`src/rtl/pipe_field.sv`:
```
// pipe_field: NUM_PIPES scrolling pipes with random gaps, score counting,
// bird/pipe/floor collision detection and the IDLE/RUN/LOST game FSM.
module pipe_field #(
  parameter int NUM_PIPES = 3,
  parameter int SCREEN_W  = 640,
  parameter int SCREEN_H  = 480,
  parameter int PIPE_W    = 40,
  parameter int GAP_H     = 120,
  parameter int GAP_MIN   = 60,
  parameter int SPACING   = 240,
  parameter int SPEED     = 1,
  parameter int TICK_DIV  = 500000,
  parameter int BIRD_W    = 20,
  parameter int BIRD_H    = 20
) (
  input  logic                    Clk,
  input  logic                    Reset,
  input  logic                    Start,
  input  logic [9:0]              BirdX,
  input  logic [9:0]              BirdY,
  output logic [11*NUM_PIPES-1:0] PipeX,
  output logic [10*NUM_PIPES-1:0] PipeY,
  output logic [15:0]             Score,
  output logic                    Lost,
  output logic                    Running,
  output logic                    Tick
);

  localparam int               CNT_W       = (TICK_DIV > 1) ? $clog2(TICK_DIV) : 1;
  localparam logic [CNT_W-1:0] CNT_LAST    = CNT_W'(TICK_DIV - 1);
  localparam logic [CNT_W-1:0] CNT_ONE     = CNT_W'(1);
  localparam logic [CNT_W-1:0] CNT_ZERO    = CNT_W'(0);
  localparam logic [10:0]      SPEED_X     = 11'(SPEED);
  localparam logic [11:0]      RESPAWN_ADD = 12'(NUM_PIPES * SPACING - SPEED);
  localparam logic [11:0]      PIPE_W_E    = 12'(PIPE_W);
  localparam logic [11:0]      GAP_H_E     = 12'(GAP_H);
  localparam logic [11:0]      BIRD_W_E    = 12'(BIRD_W);
  localparam logic [11:0]      BIRD_H_E    = 12'(BIRD_H);
  localparam logic [11:0]      SCREEN_H_E  = 12'(SCREEN_H);
  localparam logic [9:0]       GAP_MIN_Y   = 10'(GAP_MIN);
  localparam logic [9:0]       INIT_Y      = 10'(GAP_MIN + 128);
  localparam logic [15:0]      LFSR_SEED   = 16'hACE1;

  typedef enum logic [1:0] {IDLE = 2'd0, RUN = 2'd1, LOST = 2'd2} state_t;

  state_t           state, state_nxt;
  logic             start_q, start_rise;
  logic [15:0]      lfsr;
  logic [CNT_W-1:0] tick_cnt, tick_cnt_nxt;
  logic             tick_nxt, hit, rnd_taken;
  logic [10:0]      pipe_x     [NUM_PIPES];
  logic [10:0]      pipe_x_nxt [NUM_PIPES];
  logic [10:0]      moved_x    [NUM_PIPES];
  logic [9:0]       pipe_y     [NUM_PIPES];
  logic [9:0]       pipe_y_nxt [NUM_PIPES];
  logic [9:0]       moved_y    [NUM_PIPES];
  logic [15:0]      score, score_nxt, score_sat;
  logic [10:0]      passed;
  logic [16:0]      score_sum;
  logic [11:0]      bird_x, bird_y;

  function automatic logic [15:0] lfsr_step(input logic [15:0] v);
    return {v[14:0], v[15] ^ v[13] ^ v[12] ^ v[10]};
  endfunction

  function automatic logic [10:0] init_x(input int idx);
    return 11'(SCREEN_W + idx * SPACING);
  endfunction

  assign start_rise = Start & ~start_q;
  assign bird_x     = {2'b00, BirdX};
  assign bird_y     = {2'b00, BirdY};

  // Bird box against the floor and every pipe column outside its gap
  always_comb begin
    hit = (bird_y + BIRD_H_E) > SCREEN_H_E;
    for (int i = 0; i < NUM_PIPES; i++) begin
      hit = hit | ((bird_x < ({1'b0, pipe_x[i]} + PIPE_W_E)) &
                   ((bird_x + BIRD_W_E) > {1'b0, pipe_x[i]}) &
                   ((bird_y < {2'b00, pipe_y[i]}) |
                    ((bird_y + BIRD_H_E) > ({2'b00, pipe_y[i]} + GAP_H_E))));
    end
  end

  // Candidate positions and score for a scroll tick; the first respawn takes the low LFSR byte
  always_comb begin
    rnd_taken = 1'b0;
    passed    = 11'd0;
    for (int i = 0; i < NUM_PIPES; i++) begin
      if (pipe_x[i] < SPEED_X) begin
        moved_x[i] = 11'({1'b0, pipe_x[i]} + RESPAWN_ADD);
        moved_y[i] = GAP_MIN_Y + (rnd_taken ? {2'b00, lfsr[15:8]} : {2'b00, lfsr[7:0]});
        rnd_taken  = 1'b1;
      end else begin
        moved_x[i] = pipe_x[i] - SPEED_X;
        moved_y[i] = pipe_y[i];
      end
      if ((({1'b0, pipe_x[i]} + PIPE_W_E) >= bird_x) &&
          (({1'b0, moved_x[i]} + PIPE_W_E) < bird_x)) begin
        passed = passed + 11'd1;
      end else begin
        passed = passed;
      end
    end
    score_sum = {1'b0, score} + {6'd0, passed};
    score_sat = score_sum[16] ? 16'hFFFF : score_sum[15:0];
  end

  // Game FSM next state; collision pre-empts a coincident tick
  always_comb begin
    state_nxt    = state;
    tick_cnt_nxt = tick_cnt;
    tick_nxt     = 1'b0;
    score_nxt    = score;
    for (int i = 0; i < NUM_PIPES; i++) begin
      pipe_x_nxt[i] = pipe_x[i];
      pipe_y_nxt[i] = pipe_y[i];
    end
    case (state)
      IDLE: begin
        tick_cnt_nxt = CNT_ZERO;
        if (start_rise) begin
          state_nxt = RUN;
        end else begin
          state_nxt = IDLE;
        end
      end
      RUN: begin
        if (hit) begin
          state_nxt = LOST;
        end else if (tick_cnt == CNT_LAST) begin
          tick_cnt_nxt = CNT_ZERO;
          tick_nxt     = 1'b1;
          score_nxt    = score_sat;
          for (int i = 0; i < NUM_PIPES; i++) begin
            pipe_x_nxt[i] = moved_x[i];
            pipe_y_nxt[i] = moved_y[i];
          end
        end else begin
          tick_cnt_nxt = tick_cnt + CNT_ONE;
        end
      end
      LOST: begin
        if (start_rise) begin
          state_nxt    = IDLE;
          tick_cnt_nxt = CNT_ZERO;
          score_nxt    = 16'd0;
          for (int i = 0; i < NUM_PIPES; i++) begin
            pipe_x_nxt[i] = init_x(i);
            pipe_y_nxt[i] = INIT_Y;
          end
        end else begin
          state_nxt = LOST;
        end
      end
      default: begin
        state_nxt = IDLE;
      end
    endcase
  end

  // State, datapath and registered status outputs
  always_ff @(posedge Clk) begin
    if (Reset) begin
      state    <= IDLE;
      start_q  <= 1'b0;
      lfsr     <= LFSR_SEED;
      tick_cnt <= CNT_ZERO;
      score    <= 16'd0;
      Tick     <= 1'b0;
      Lost     <= 1'b0;
      Running  <= 1'b0;
      for (int i = 0; i < NUM_PIPES; i++) begin
        pipe_x[i] <= init_x(i);
        pipe_y[i] <= INIT_Y;
      end
    end else begin
      state    <= state_nxt;
      start_q  <= Start;
      lfsr     <= lfsr_step(lfsr);
      tick_cnt <= tick_cnt_nxt;
      score    <= score_nxt;
      Tick     <= tick_nxt;
      Lost     <= (state_nxt == LOST);
      Running  <= (state_nxt == RUN);
      for (int i = 0; i < NUM_PIPES; i++) begin
        pipe_x[i] <= pipe_x_nxt[i];
        pipe_y[i] <= pipe_y_nxt[i];
      end
    end
  end

  genvar g;
  generate
    for (g = 0; g < NUM_PIPES; g++) begin : g_bus
      assign PipeX[11*g +: 11] = pipe_x[g];
      assign PipeY[10*g +: 10] = pipe_y[g];
    end
  endgenerate

  assign Score = score;

endmodule
```
`config.mk`:
```
export PLATFORM = sky130hd
export DESIGN_NAME = pipe_field
export DESIGN_NICKNAME = d
export VERILOG_FILES = /design/src/rtl/pipe_field.sv
export SDC_FILE = /design/constraint.sdc
export NUM_CORES = 1
export LEC_CHECK = 0
export CAP_MARGIN = 20
export CORE_ASPECT_RATIO = 0.8
export CORE_MARGIN = 4
export CORE_UTILIZATION = 59
export CTS_CLUSTER_DIAMETER = 150
export CTS_CLUSTER_SIZE = 10
export DETAILED_ROUTE_END_ITERATION = 6
export GPL_TIMING_DRIVEN = 1
export PLACE_DENSITY_LB_ADDON = 0.3
export RECOVER_POWER = 50
export SLEW_MARGIN = 20
export SYNTH_ARGS = -nofsm -noshare
export SYNTH_HDL_FRONTEND = slang
export SYNTH_SLANG_ARGS = --single-unit
```
`constraint.sdc`:
```
create_clock -name Clk -period 5.9 [get_ports Clk]
set_input_delay 1.18 -clock Clk [delete_from_list [all_inputs] [get_ports Clk]]
set_output_delay 1.18 -clock Clk [all_outputs]
set_load 0.02 [all_outputs]
```
=== Word-level counts from Yosys, hierarchy flattened ===
Memory sizes are Yosys's and may differ from the RTL's.
Index checks and enable logic that the tools add are counted.

* Output and inout bits: 82
* Flip-flop bits (word level): 57
* Input port bits: 23
* RAM bits: 63
* Logic and storage cells: 141
* Memories kept: 2

{| class="wikitable"
|+ Memory list
! memory !! words !! bits a word !! read ports !! clocked after memory_dff !! write ports !! line !! text
|-
| pipe_x || 3 || 11 || 3 || 0 || 3 || 51 || <nowiki>logic [10:0] pipe_x [NUM_PIPES];</nowiki>
|-
| pipe_y || 3 || 10 || 3 || 0 || 3 || 54 || <nowiki>logic [9:0] pipe_y [NUM_PIPES];</nowiki>
|}

* Order comparisons: 22
* Reductions and logical operators: 9
* Multiplexer cells: 44
* Eq/ne operators: 8
* Bitwise gates (word level): 24
* Add/subtract/negate cells: 24

{| class="wikitable"
|+ Operators by type and width
! operator !! count
|-
| $mux W33 || 3
|-
| $mux W30 || 3
|-
| $mux W11 || 8
|-
| $add A11 B6 Y12 const B || 6
|-
| $pmux W33 S2 || 1
|-
| $mux W16 || 4
|-
| $mux W10 || 6
|-
| $pmux W30 S2 || 1
|-
| $mux W19 || 3
|-
| $pmux W19 S3 || 1
|-
| $gt A12 B11 Y1 || 4
|-
| $ge A12 B10 Y1 || 3
|-
| $lt A10 B12 Y1 || 3
|-
| $lt A12 B10 Y1 || 3
|-
| $add A10 B7 Y11 const B || 3
|-
| $add A11 B10 Y11 const B || 3
|-
| $lt A11 B1 Y1 const B || 3
|-
| $sub A11 B1 Y11 const B || 3
|-
| $pmux W16 S2 || 1
|-
| $lt A10 B10 Y1 || 3
|-
| $add A6 B8 Y9 const A || 3
|-
| $add A10 B5 Y11 const B || 2
|-
| $add A11 B1 Y11 const B || 2
|-
| $gt A11 B11 Y1 || 2
|-
| other kinds (22) || 57
|}

=== Depth between registers and ports, before layout ===
An unclocked memory read counts as a cell.

* Word-level depth: 16
* Gate-level depth with buffers: 28
* Depth with buffers taken out: 28

=== Least setup slack after synthesis ===
No wires, ideal clock.

* Path kind: register to register
* Start: mem pipe_x[0][3]
* End: reg score[9], in the netlist Score[9]
* Setup time: 95 ps
* Stages on the path, launching flop included: 28
* Arrival: 5493 ps
* Slack: 311 ps
* Data required time: 5805 ps
* Clock period less this slack: 5589 ps
* Buffers on the path: 0
* Cell sequence: dfxtp_1 -> inv_1 -> ha_1 -> o31ai_1 -> nand4_1 -> xnor2_1 -> inv_1 -> ha_1 -> o21ai_0 -> o21ai_0 -> o21ai_0 -> xnor2_1 -> ha_1 -> a211oi_1 -> and4_1 -> ha_1 -> xor2_1 -> ha_1 -> inv_1 -> fa_1 -> inv_1 -> a21oi_1 -> nor2_1 -> and3_1 -> and3_1 -> nand2_1 -> and3_1 -> a221oi_1

{| class="wikitable"
|+ RTL lines
! item !! line !! text
|-
| from (decl) || 51 ||
|-
| to (signal assigned) || 182 || <nowiki>score <= score_nxt;</nowiki>
|-
| to (decl) || 57 || <nowiki>logic [15:0] score, score_nxt, score_sat;</nowiki>
|}

==> run metrics <==
core area around 18000 um^2; Post-Route Setup TNS 0 ns; Synth Instances 1316; CP Data Required Time a little over 6 ns; H-tree depth 4; async set or reset register ratio after synthesis 0%; worst reg2reg path startpoint pipe_x[0][0]; die width approximately 160 um; diode count 0; worst r2r path cells 28; vias in the first global route 10400; Critical Path AT 5.86 ns; Fin. Hold Viols 0; Synth area leaders dfxtp_1 22%, ha_1 21%, xnor2_1 5.8%; TritonRoute pass-1 iters 6; Total Wirelength 36400 um; clk root buf clkbuf_16; Die ar. between 20000 and 25000 um^2; switching power share of the total about 33%; cell family with most CP delay compound AO/OA/AOI/OAI gates; dpl ws -0.175 ns; Worst Tran Pin Value around 1.7 ns; Final Critical Period roughly 5.6 ns; fin. max-slew vios 39; IO buf count roughly 100; Yosys top cell area share between 20% and 30%; initial cell density of the core 61.2%; TritonCTS clock tree done; vias per cell roughly 6.5; Skew-Pair Late Insertion Delay between 0.4 and 0.5 ns; hold depth 1; PwrDens slightly above 200 nW/um^2; Crit Path Max Fanout 14; clock share of power between 40% and 50%; I/O pin total roughly 110; Post-synth EDFFs 0; Worst Slack Setup Final between 0.3 and 0.4 ns; clock sinks 117; leakage ~5.7 nW; Fmax 0.179 GHz; synthesized area per cell approximately 8 um^2; combinational share of power 28.1%; failing checks capacitance limit, slew limit; DRT antenna net count 0; drt drc 0; Synthesis Warnings 0; fin nets ~1700; RR Endpoint Score[5]; worst hold start lfsr[9]; Final Util 75.4%; Crit. End Element flip-flop; startpoint types input port; Primary FF master, synth dfxtp_1; clk_skew around 0.017 ns; Initial DRC Count between 1000 and 1500; Num CTS Buffers 17; first-pass GRT wire length 57300 um; crit path cell chain clkdlybuf4s50_1 > buf_4 > a21oi_1 > nor2_1 > xor2_1 > ha_1 > nand2_1 > o21ai_0 > a2111oi_0 > a21oi_1 > a311o_1 > and2_1 > nor3_1 > buf_12 > and2_1 > buf_4 > a22oi_1; final RePlAce weighted congestion between 0.9 and 1; HPWL Detailed roughly 28000 um; Final Cycle Share a little over nine tenths; Setup CP Type in -> reg; Net Sw Power around 900 uW; Synth area leader dfxtp_1; status finished with violations; total grt overflow 0; fillers around 1300; cell depth of the worst setup path 17; Final Setup Violations 0; overall via count from detail_route about 11000; Layout area overhead 23.2%; Total Routing Usage GR about a third; mapped cell area 10800 um^2; total power draw around 2.7 mW; CTS Buffer Depth 2; Rows between 40 and 50; CP max stage delay about 0.6 ns; Slew headroom -13.8%; CP Buf/Inv Count 4; Synth cell types 91; CP max-delay cell a2111oi_0; FF+latch count, synth about 120; Critical path origin BirdY[2]; MaxCap Viol Count 1; largest net degree at the start of global routing 39; Reg clk slew, reported paths 0.06 ns; Seq/Total Area, Yosys 21.7%; Seq pwr share 30.8%; Reg2Reg Setup Slack between 0.3 and 0.4 ns; die height 129 um; initial antenna violation count 0; internal power 1.80 mW; WHS Endpoint lfsr[10]; DR WL/cell between 20 and 25 um; class of the worst hold path reg -> reg; share of layout cells above drive strength 1 12.3%; maximum VDD drop roughly 190 uV
[layout make-up]
type	instances	area (um^2)	share of cell area, %
Inverter	97	364	2.74
Timing Repair Buffer	189	1690	12.7
Tap cell	225	282	2.12
Sequential cell	117	2340	17.6
Clock buffer	17	425	3.20
Multi-Input combinational cell	1058	8000	60.1
Clock inverter	15	198	1.49
[metrics by stage]
stage	area (um^2)	hold slack, ns	cells
finish	13300	0.492	1718
global route	13300	0.494	1718
CTS	13200	0.488	1717
detailed placement	12500	0.462	1685
global placement	12500	0.452	1685
floorplan	10800	0.440	1318
[power by group through the flow]
stage	registers (mW)	logic, mW	clock network, mW
after floorplan	0.853	0.454	0
after global placement	0.847	0.692	0
after detailed placement	0.848	0.704	0
after CTS	0.831	0.718	1.11
after global routing	0.836	0.828	1.14
final	0.833	0.760	1.11
[worst reg2reg max path: cells and delay by family, from the launching register on]
kind	cells	cell delay, ns
compound gates	8	1.38
simple gates	6	1.10
buf+inv	6	0.71
xor+xnor	3	0.59
fa+ha+maj	5	1.36
flops	1	0.37
[timing repair]
action / 4_1_cts / 5_1_grt
pin swaps: 0 / 8
buffers inserted: 0 / 1
gates resized for setup: 2 / 30
setup endpoints to repair: 7 / 16
hold buffers: 0 / 0
[logic make-up (layout without fill, tap and decap cells)]
family / after synthesis / in the layout / synth area share, %
XOR/XNOR: 94 / 94 / 7.62
AND/OR/NAND/NOR: 415 / 415 / 20.8
AO/OA/AOI/OAI: 347 / 347 / 21.6
flip-flops: 117 / 117 / 21.7
buffers and inverters: 143 / 318 / 5.51
adder cells (fa/ha/maj): 178 / 178 / 20.7
multiplexers: 21 / 21 / 1.99
other: 1 / 3 / 0.0347
[routing by layer]
layer / track usage (%) / wire [um]
met1: 50.1 / 15900
met2: 50.6 / 15100
met3: 9.79 / 4410
met4: 11.1 / 1030
met5: 0 / 0
[worst max-delay path by stage]
stage | end
floorplan | Score[9]
global placement | Score[4]
detailed placement | Score[0]
CTS | Score[5]
global route | Score[5]
finish | pipe_x[0][28]
[cell usage after synthesis (4+ instances only)]
library cell	n
a22o_1	7
ha_1	177
xor2_1	22
inv_1	94
nand3_1	43
nor3b_1	4
o31a_1	4
o31ai_1	13
mux2i_1	17
o22a_1	5
o22ai_1	19
nor3_1	34
o31ai_2	6
nor2b_1	31
and3_1	21
nand4_1	33
o211ai_1	8
o21a_1	23
and4_1	7
nor4_1	11
o2111ai_1	7
a21o_1	11
o21ai_0	77
nor4b_1	5
a211oi_1	15
a22oi_1	12
nand2b_1	17
nand3b_1	4
nand2_1	75
or3_1	13
clkbuf_1	22
a21oi_1	79
a2bb2oi_1	5
or4_1	14
a31oi_1	11
nor2_1	73
or2_2	7
xnor2_1	72
buf_2	17
buf_4	4
and2_1	6
dfxtp_1	117
[placed cells by master (no fill, tap or decap), drive strengths merged, types with 19 or more instances in the layout]
master / n
a21oi: 81
and3: 21
buf: 87
clkdlybuf4s50: 21
dfxtp: 117
dlygate4sd3: 80
ha: 177
inv: 100
nand2: 75
nand3: 44
nand4: 34
nor2: 74
nor2b: 31
nor3: 36
o21a: 23
o21ai: 81
o22ai: 20
o31ai: 19
xnor2: 72
xor2: 22
[state kept, by name, indices dropped and copies added, names as in the netlist]
name,count
start_q,1
pipe_x,33
pipe_y,27
state,2
lfsr,16
Lost,1
Running,1
tick_cnt,19
Score,16
Tick,1
Note: power is estimated with default switching activity, not from simulation.
